**src/rtl/iiitb_vm_pkg.sv**
```systemverilog
`default_nettype none
// ============================================================================
// Module   : iiitb_vm_pkg
// Purpose  : Shared types for the vending FSM and its dispenser back end:
//            change codes, dispenser state encoding and the request entry.
// Revision : 1.0 - initial release
// ============================================================================
package iiitb_vm_pkg;

  localparam logic [1:0] CHG_NONE = 2'b00;
  localparam logic [1:0] CHG_5    = 2'b01;
  localparam logic [1:0] CHG_10   = 2'b10;

  typedef enum logic [2:0] {
    ST_IDLE  = 3'd0,
    ST_LOAD  = 3'd1,
    ST_PROD  = 3'd2,
    ST_CHG   = 3'd3,
    ST_FAULT = 3'd4
  } disp_state_e;

  typedef struct packed {
    logic       vend;
    logic [1:0] chg;
  } req_t;

  // Code 11 carries no change, so it is folded to CHG_NONE on entry.
  function automatic req_t make_req(input logic vend, input logic [1:0] chg);
    req_t r;
    r.vend = vend;
    r.chg  = (chg == 2'b11) ? CHG_NONE : chg;
    return r;
  endfunction

endpackage
`default_nettype wire

```
**src/rtl/iiitb_vm_req_fifo.sv**
```systemverilog
`default_nettype none
// ============================================================================
// Module   : iiitb_vm_req_fifo
// Purpose  : Small synchronous request FIFO. A push into a full FIFO is
//            accepted only when a pop happens in the same cycle.
// Revision : 1.0 - initial release
// ============================================================================
module iiitb_vm_req_fifo
  import iiitb_vm_pkg::*;
#(
  parameter int DEPTH = 4
) (
  input  logic clock_i,
  input  logic reset_i,
  input  logic push_i,
  input  req_t wdata_i,
  input  logic pop_i,
  output req_t rdata_o,
  output logic full_o,
  output logic empty_o
);

  localparam int AW = $clog2(DEPTH);

  req_t           mem_q [DEPTH];
  logic [AW:0]    wr_q;
  logic [AW:0]    rd_q;
  logic           w_do_push;
  logic           w_do_pop;

  assign empty_o   = (wr_q == rd_q);
  assign full_o    = (wr_q[AW] != rd_q[AW]) && (wr_q[AW-1:0] == rd_q[AW-1:0]);
  assign w_do_pop  = pop_i && !empty_o;
  assign w_do_push = push_i && (!full_o || w_do_pop);
  assign rdata_o   = mem_q[rd_q[AW-1:0]];

  // Pointer update; extra MSB distinguishes full from empty.
  always_ff @(posedge clock_i) begin
    if (reset_i) begin
      wr_q <= '0;
      rd_q <= '0;
    end else begin
      if (w_do_push) wr_q <= wr_q + 1'b1;
      if (w_do_pop)  rd_q <= rd_q + 1'b1;
    end
  end

  // Storage needs no reset: entries are only read once written.
  always_ff @(posedge clock_i) begin
    if (w_do_push) mem_q[wr_q[AW-1:0]] <= wdata_i;
  end

endmodule
`default_nettype wire

```
**src/rtl/iiitb_vm_dispenser.sv**
```systemverilog
`default_nettype none
// ============================================================================
// Module   : iiitb_vm_dispenser
// Purpose  : Drives the product motor and coin ejectors from buffered vend
//            results, waits for sense feedback, tracks inventory and faults.
// Revision : 1.0 - initial release
// ============================================================================
module iiitb_vm_dispenser
  import iiitb_vm_pkg::*;
#(
  parameter int FIFO_DEPTH   = 4,
  parameter int PULSE_CYCLES = 8,
  parameter int TIMEOUT      = 1024,
  parameter int CNT_W        = 8,
  parameter int PROD_INIT    = 16,
  parameter int COIN5_INIT   = 32,
  parameter int COIN10_INIT  = 16
) (
  input  logic             clock_i,
  input  logic             reset_i,
  input  logic             out_i,
  input  logic [1:0]       change_i,
  input  logic             prod_sense_i,
  input  logic             coin_sense_i,
  input  logic             refill_i,
  output logic             prod_motor_o,
  output logic             coin5_eject_o,
  output logic             coin10_eject_o,
  output logic             busy_o,
  output logic             overflow_o,
  output logic             fault_o,
  output logic             prod_empty_o,
  output logic [CNT_W-1:0] prod_count_o,
  output logic [CNT_W-1:0] coin5_count_o,
  output logic [CNT_W-1:0] coin10_count_o
);

  localparam int CW = (TIMEOUT > 2) ? $clog2(TIMEOUT) : 1;
  localparam logic [CW-1:0]    C_T_LAST   = CW'(TIMEOUT - 1);
  localparam logic [CW-1:0]    C_PULSE    = CW'(PULSE_CYCLES);
  localparam logic [CNT_W-1:0] C_ONE      = CNT_W'(1);
  localparam logic [CNT_W-1:0] C_TWO      = CNT_W'(2);
  localparam logic [CNT_W-1:0] C_PROD_INI = CNT_W'(PROD_INIT);
  localparam logic [CNT_W-1:0] C_C5_INI   = CNT_W'(COIN5_INIT);
  localparam logic [CNT_W-1:0] C_C10_INI  = CNT_W'(COIN10_INIT);

  disp_state_e      state_q, state_d;
  logic [CW-1:0]    cnt_q, cnt_d;
  logic [1:0]       chg_q, chg_d;
  logic             sel10_q, sel10_d;   // current eject uses the 10-unit ejector
  logic             two_q, two_d;       // a second 5-unit coin still follows
  logic [CNT_W-1:0] prod_q, prod_d;
  logic [CNT_W-1:0] c5_q, c5_d;
  logic [CNT_W-1:0] c10_q, c10_d;
  logic             ovf_q;

  logic             w_push;
  logic             w_pop;
  logic             w_full;
  logic             w_empty;
  req_t             w_head;
  logic [1:0]       w_plan_code;
  logic             w_plan_ok;
  logic             w_plan_10;
  logic             w_plan_two;
  logic             w_strobe_win;

  assign w_push = out_i || (change_i == CHG_5) || (change_i == CHG_10);
  assign w_pop  = (state_q == ST_LOAD);

  iiitb_vm_req_fifo #(
    .DEPTH (FIFO_DEPTH)
  ) u_fifo (
    .clock_i (clock_i),
    .reset_i (reset_i),
    .push_i  (w_push),
    .wdata_i (make_req(out_i, change_i)),
    .pop_i   (w_pop),
    .rdata_o (w_head),
    .full_o  (w_full),
    .empty_o (w_empty)
  );

  // Choose the coin mix for the pending change from current stock.
  always_comb begin
    w_plan_code = (state_q == ST_LOAD) ? w_head.chg : chg_q;
    w_plan_ok   = 1'b0;
    w_plan_10   = 1'b0;
    w_plan_two  = 1'b0;
    case (w_plan_code)
      CHG_10: begin
        if (c10_q != '0) begin
          w_plan_ok = 1'b1;
          w_plan_10 = 1'b1;
        end else if (c5_q >= C_TWO) begin
          w_plan_ok  = 1'b1;
          w_plan_two = 1'b1;
        end
      end
      CHG_5:   w_plan_ok = (c5_q != '0);
      default: w_plan_ok = 1'b0;
    endcase
  end

  // Next-state, wait counter and inventory updates; refill overrides all.
  always_comb begin
    state_d = state_q;
    cnt_d   = cnt_q;
    chg_d   = chg_q;
    sel10_d = sel10_q;
    two_d   = two_q;
    prod_d  = prod_q;
    c5_d    = c5_q;
    c10_d   = c10_q;
    case (state_q)
      ST_IDLE: begin
        if (!w_empty) state_d = ST_LOAD;
      end
      ST_LOAD: begin
        chg_d   = w_head.chg;
        cnt_d   = '0;
        sel10_d = w_plan_10;
        two_d   = w_plan_two;
        if (w_head.vend) begin
          state_d = (prod_q == '0) ? ST_FAULT : ST_PROD;
        end else if (w_head.chg != CHG_NONE) begin
          state_d = w_plan_ok ? ST_CHG : ST_FAULT;
        end else begin
          state_d = ST_IDLE;
        end
      end
      ST_PROD: begin
        if (prod_sense_i) begin
          if (prod_q != '0) prod_d = prod_q - C_ONE;
          cnt_d   = '0;
          sel10_d = w_plan_10;
          two_d   = w_plan_two;
          if (chg_q == CHG_NONE) state_d = ST_IDLE;
          else                   state_d = w_plan_ok ? ST_CHG : ST_FAULT;
        end else if (cnt_q == C_T_LAST) begin
          state_d = ST_FAULT;
        end else begin
          cnt_d = cnt_q + 1'b1;
        end
      end
      ST_CHG: begin
        if (coin_sense_i) begin
          if (sel10_q) begin
            if (c10_q != '0) c10_d = c10_q - C_ONE;
          end else begin
            if (c5_q != '0) c5_d = c5_q - C_ONE;
          end
          cnt_d = '0;
          if (two_q) two_d   = 1'b0;
          else       state_d = ST_IDLE;
        end else if (cnt_q == C_T_LAST) begin
          state_d = ST_FAULT;
        end else begin
          cnt_d = cnt_q + 1'b1;
        end
      end
      ST_FAULT: state_d = ST_FAULT;
      default:  state_d = ST_IDLE;
    endcase
    if (refill_i) begin
      state_d = ST_IDLE;
      cnt_d   = '0;
      prod_d  = C_PROD_INI;
      c5_d    = C_C5_INI;
      c10_d   = C_C10_INI;
    end
  end

  // State, counters and sticky overflow registers.
  always_ff @(posedge clock_i) begin
    if (reset_i) begin
      state_q <= ST_IDLE;
      cnt_q   <= '0;
      chg_q   <= CHG_NONE;
      sel10_q <= 1'b0;
      two_q   <= 1'b0;
      prod_q  <= C_PROD_INI;
      c5_q    <= C_C5_INI;
      c10_q   <= C_C10_INI;
      ovf_q   <= 1'b0;
    end else begin
      state_q <= state_d;
      cnt_q   <= cnt_d;
      chg_q   <= chg_d;
      sel10_q <= sel10_d;
      two_q   <= two_d;
      prod_q  <= prod_d;
      c5_q    <= c5_d;
      c10_q   <= c10_d;
      if (w_push && w_full && !w_pop) ovf_q <= 1'b1;
    end
  end

  assign w_strobe_win   = (cnt_q < C_PULSE);
  assign prod_motor_o   = (state_q == ST_PROD) && w_strobe_win;
  assign coin5_eject_o  = (state_q == ST_CHG) && !sel10_q && w_strobe_win;
  assign coin10_eject_o = (state_q == ST_CHG) && sel10_q && w_strobe_win;
  assign busy_o         = (state_q != ST_IDLE) || !w_empty;
  assign overflow_o     = ovf_q;
  assign fault_o        = (state_q == ST_FAULT);
  assign prod_empty_o   = (prod_q == '0);
  assign prod_count_o   = prod_q;
  assign coin5_count_o  = c5_q;
  assign coin10_count_o = c10_q;

endmodule
`default_nettype wire

```
**config.mk**
```make
export PLATFORM = sky130hd
export DESIGN_NAME = iiitb_vm_dispenser
export DESIGN_NICKNAME = d
export VERILOG_FILES = /design/src/rtl/iiitb_vm_pkg.sv /design/src/rtl/iiitb_vm_req_fifo.sv /design/src/rtl/iiitb_vm_dispenser.sv
export SDC_FILE = /design/constraint.sdc
export NUM_CORES = 1
export LEC_CHECK = 0
export CAP_MARGIN = 20
export CORE_UTILIZATION = 50
export DETAILED_ROUTE_END_ITERATION = 10
export DONT_BUFFER_PORTS = 1
export PLACE_DENSITY_LB_ADDON = 0.1
export RECOVER_POWER = 50
export SYNTH_ARGS = -nofsm -noshare
export SYNTH_HDL_FRONTEND = slang
export SYNTH_SLANG_ARGS = --single-unit
```
**constraint.sdc**
```tcl
create_clock -name clock_i -period 2.7 [get_ports clock_i]
set_clock_uncertainty 0.05 [all_clocks]
set_input_delay 0.675 -clock clock_i [delete_from_list [all_inputs] [get_ports clock_i]]
set_output_delay 0.675 -clock clock_i [all_outputs]
set_load 0.1 [all_outputs]
```
==> results.tsv, run 1 <==
stage	metric	value	unit
place	# port buffers	0	
cts	htree depth	3	
cts	Post-CTS Repair Setup Buffers	0	
min_path	Hold Path Class	input pin to flop	
setup_path	max incr delay on CP	530	ps
layout	final cell area excluding filler cells	3680	um^2
global_routing	initial antenna violation count	0	
place	area post-placement	3550	um^2
cts	CTS tree	done	
route	Initial DRC Count	100	
layout	synthesis-to-finish area growth	13.9	%
layout	# fillers	558	
sta	RSZ-0062 raised after global routing	no	
layout	register area	1360	um^2
route	Avg WL per Cell	14.5	um
layout	Post-Layout Cell Count	458	
setup_path	WP buf/inv	0	
place	Post-Place Setup Slack	307	ps
global_routing	largest net degree at the start of global routing	32	
global_routing	GRT Total Usage	21.4	%
cts	CTS Buf Count	9	
place	dpl cells	442	
setup_path	critical path, cell by cell	or3_2 > or2_2	
layout	area occupied by multi-input gates	1740	um^2
route	first-pass detailed-route iteration total	4	
synthesis	Syn Inst Count	344	
global_routing	grt total ovfl	0	
setup_path	CP max stage cell	or3_2	
sta	setup ws final	130	ps
setup_path	CP Launch Type	flop	
setup_path	Worst EP arrival	1850	ps
sta	Tcrit/Tclk final	95.2	%
route	WL final	6640	um
synthesis	top_reg_cell synth	dfxtp_1	
place	DP HPWL	5000	um
die	die area	6790	um^2
place	Final Wtd Congestion	0.855	
cts	Post-CTS Hold Buffers	0	
die	core area	6060	um^2
synthesis	Seq cells post-synth	62	
die	I/O pin count	39	
cts	worst-case clock buffer depth	2	
power	Worst VDD drop	0.376	mV
synthesis	fraction of registers with async set/reset	0	%
synthesis	number of synthesized flops with an enable pin	12	
route	total number of vias	2602	
setup_path	Max Fanout on Critical Path	15	
synthesis	post-synthesis cell area	3230	um^2
outcome	status	finished, final reports clean	
layout	layout cell share with drive strength beyond 1	14.9	%
sta	f_max	389	MHz
global_routing	vias in the first global route	2433	
setup_path	Top delay family on crit path	simple AND/OR/NAND/NOR gates	
global_routing	global-route wire length before repair	10800	um
cts	Root Buffer	clkbuf_8	
run	Max Cap Viol	0	
sta	Slew @ Worst Pin	1250	ps
cts	clock sinks	62	
synthesis	sequential share of the synthesized area	42.1	%
die	site row count	28	
setup_path	Crit path required time	1980	ps
synthesis	Yosys cell types	55	
setup_path	Setup CP Type	flop to output port	
die	Die X	82.4	um
die	Initial Util	53.3	%
sta	Final Hold Viols	0	
setup_path	crit path capture type	output port	
sta	WHS	339	ps
sta	Slew headroom	16.4	%
route	drt via density	5.68	
sta	Final min period	2570	ps
power	Leakage Power	0.00137	uW
synthesis	YS warnings	0	
layout	number of antenna diodes	0	
die	Die H	82.4	um
cts	worst-skew pair later-pin latency	340	ps
cts	CTS resizes	0	
power	power per cell area	617	nW/um^2
sta	# setup viols final	0	
route	DRC	0	
sta	fin. max-slew vios	0	
route	Routed Antenna Nets	0	
cts	Worst-path clk slew	70	ps
layout	Final nets	400	
synthesis	Avg Cell Area, Syn	9.39	um^2
power	post-layout power	2270	uW
synthesis	Synthesized Nets	366	
[power by group]
part / switching, uW / internal, uW / leakage [uW]
clock network: 383 / 617 / 0.000124
registers: 23.5 / 978 / 0.000517
logic: 176 / 92.7 / 0.000732
[logic make-up after synthesis]
family                     Yosys count  synth area share (%)
AOI/OAI and AO/OA                   54                  12.3
xor gates and xnor gates            26                  7.05
adders and majority gates           14                  5.42
buffers and inverters               28                  3.72
DFF                                 62                  42.1
muxes                                7                  3.33
and+or+nand+nor                    153                  26.1
[cells in the final DEF (no fill, tap or decap), drive strengths merged, types with 8 or more instances in the layout]
master   n
o21ai   11
edfxtp  12
ha      14
nor2    56
dfxtp   50
xor2    15
nand3   18
nand2   19
inv     17
xnor2   11
buf      8
clkbuf  36
a21oi   14
and3     8
[final timing paths]
kind | start | to | slack (ps) | depth (start not counted)
max | state_q[2] | busy_o | 130 | 2
min | reset_i | u_fifo.wr_q[2] | 340 | 1
max reg2reg | flop | state_q[2] | 320 | 7
min reg2reg | overflow_o | overflow_o | 440 | 2
[registers in the layout, summed over array words and instances, names as in the netlist, named ones only]
name and cells:
cnt_q 10, u_fifo.rd_q 3, coin10_count_o 8, coin5_count_o 8
state_q 3, u_fifo.wr_q 3, prod_count_o 8, overflow_o 1
chg_q 2, two_q 1, u_fifo.mem_q 12, sel10_q 1
[Yosys cell counts, drive strengths merged (2+ instances only)]
| cell type | count | share of area [%] |
|---|---|---|
| a211oi | 4 | 0.93 |
| a21oi | 14 | 2.2 |
| a311oi | 3 | 1.9 |
| a31oi | 5 | 0.97 |
| a32oi | 3 | 0.81 |
| a41oi | 2 | 0.54 |
| and2 | 6 | 1.2 |
| and3 | 8 | 1.6 |
| and3b | 2 | 0.62 |
| and4 | 2 | 0.54 |
| buf | 2 | 0.70 |
| clkbuf | 10 | 1.2 |
| dfxtp | 50 | 31 |
| edfxtp | 12 | 11 |
| ha | 14 | 5.4 |
| inv | 16 | 1.9 |
| mux2i | 4 | 1.2 |
| mux4 | 3 | 2.1 |
| nand2 | 19 | 2.2 |
| nand3 | 18 | 2.8 |
| nand3b | 3 | 0.70 |
| nand4 | 4 | 0.77 |
| nand4b | 2 | 1.0 |
| nand4bb | 2 | 1.2 |
| nor2 | 56 | 6.5 |
| nor2b | 2 | 0.39 |
| nor3 | 6 | 0.93 |
| nor3b | 5 | 1.3 |
| nor4 | 6 | 1.8 |
| o21ai | 11 | 1.7 |
| o31ai | 3 | 0.70 |
| o32a | 2 | 0.66 |
| or2 | 3 | 0.58 |
| or3 | 5 | 1.0 |
| or4 | 2 | 0.46 |
| xnor2 | 11 | 3.0 |
| xor2 | 15 | 4.1 |
[stage by stage]
step	util (%)	setup TNS, ps
finish	60.7	0
floorplan	-	-37.4
CTS	62.7	0
detailed placement	58.6	0
global placement	58.6	0
global route	60.7	0
[metal layers]
| layer | vias to the layer above | track usage [%] | part of all wire, % | wire length, um |
|---|---|---|---|---|
| met3 | 9 | 6.70 | 6.1 | 403 |
| met2 | 59 | 36.6 | 47 | 3130 |
| met1 | 1224 | 25.1 | 46 | 3030 |
| li1 | 1310 | - | - | - |
| met5 | - | 0 | 0 | 0 |
| met4 | 0 | 7.54 | 1.1 | 72 |
[cell type report]
type | count | share of cell area, %
Timing Repair Buffer | 35 | 4.83
Clock inverter | 7 | 3.30
Multi-Input combinational cell | 254 | 47.3
Inverter | 16 | 1.63
Sequential cell | 62 | 37.0
Clock buffer | 9 | 3.37
Tap cell | 75 | 2.55
No activity file was read; power rests on OpenSTA's default activity.
==> run 2: changes to the inputs <==
Settings changed: SLEW_MARGIN from default to 5.
==> results of run 2 <==
Final layout, timing and power as in run 1 (identical DEF).
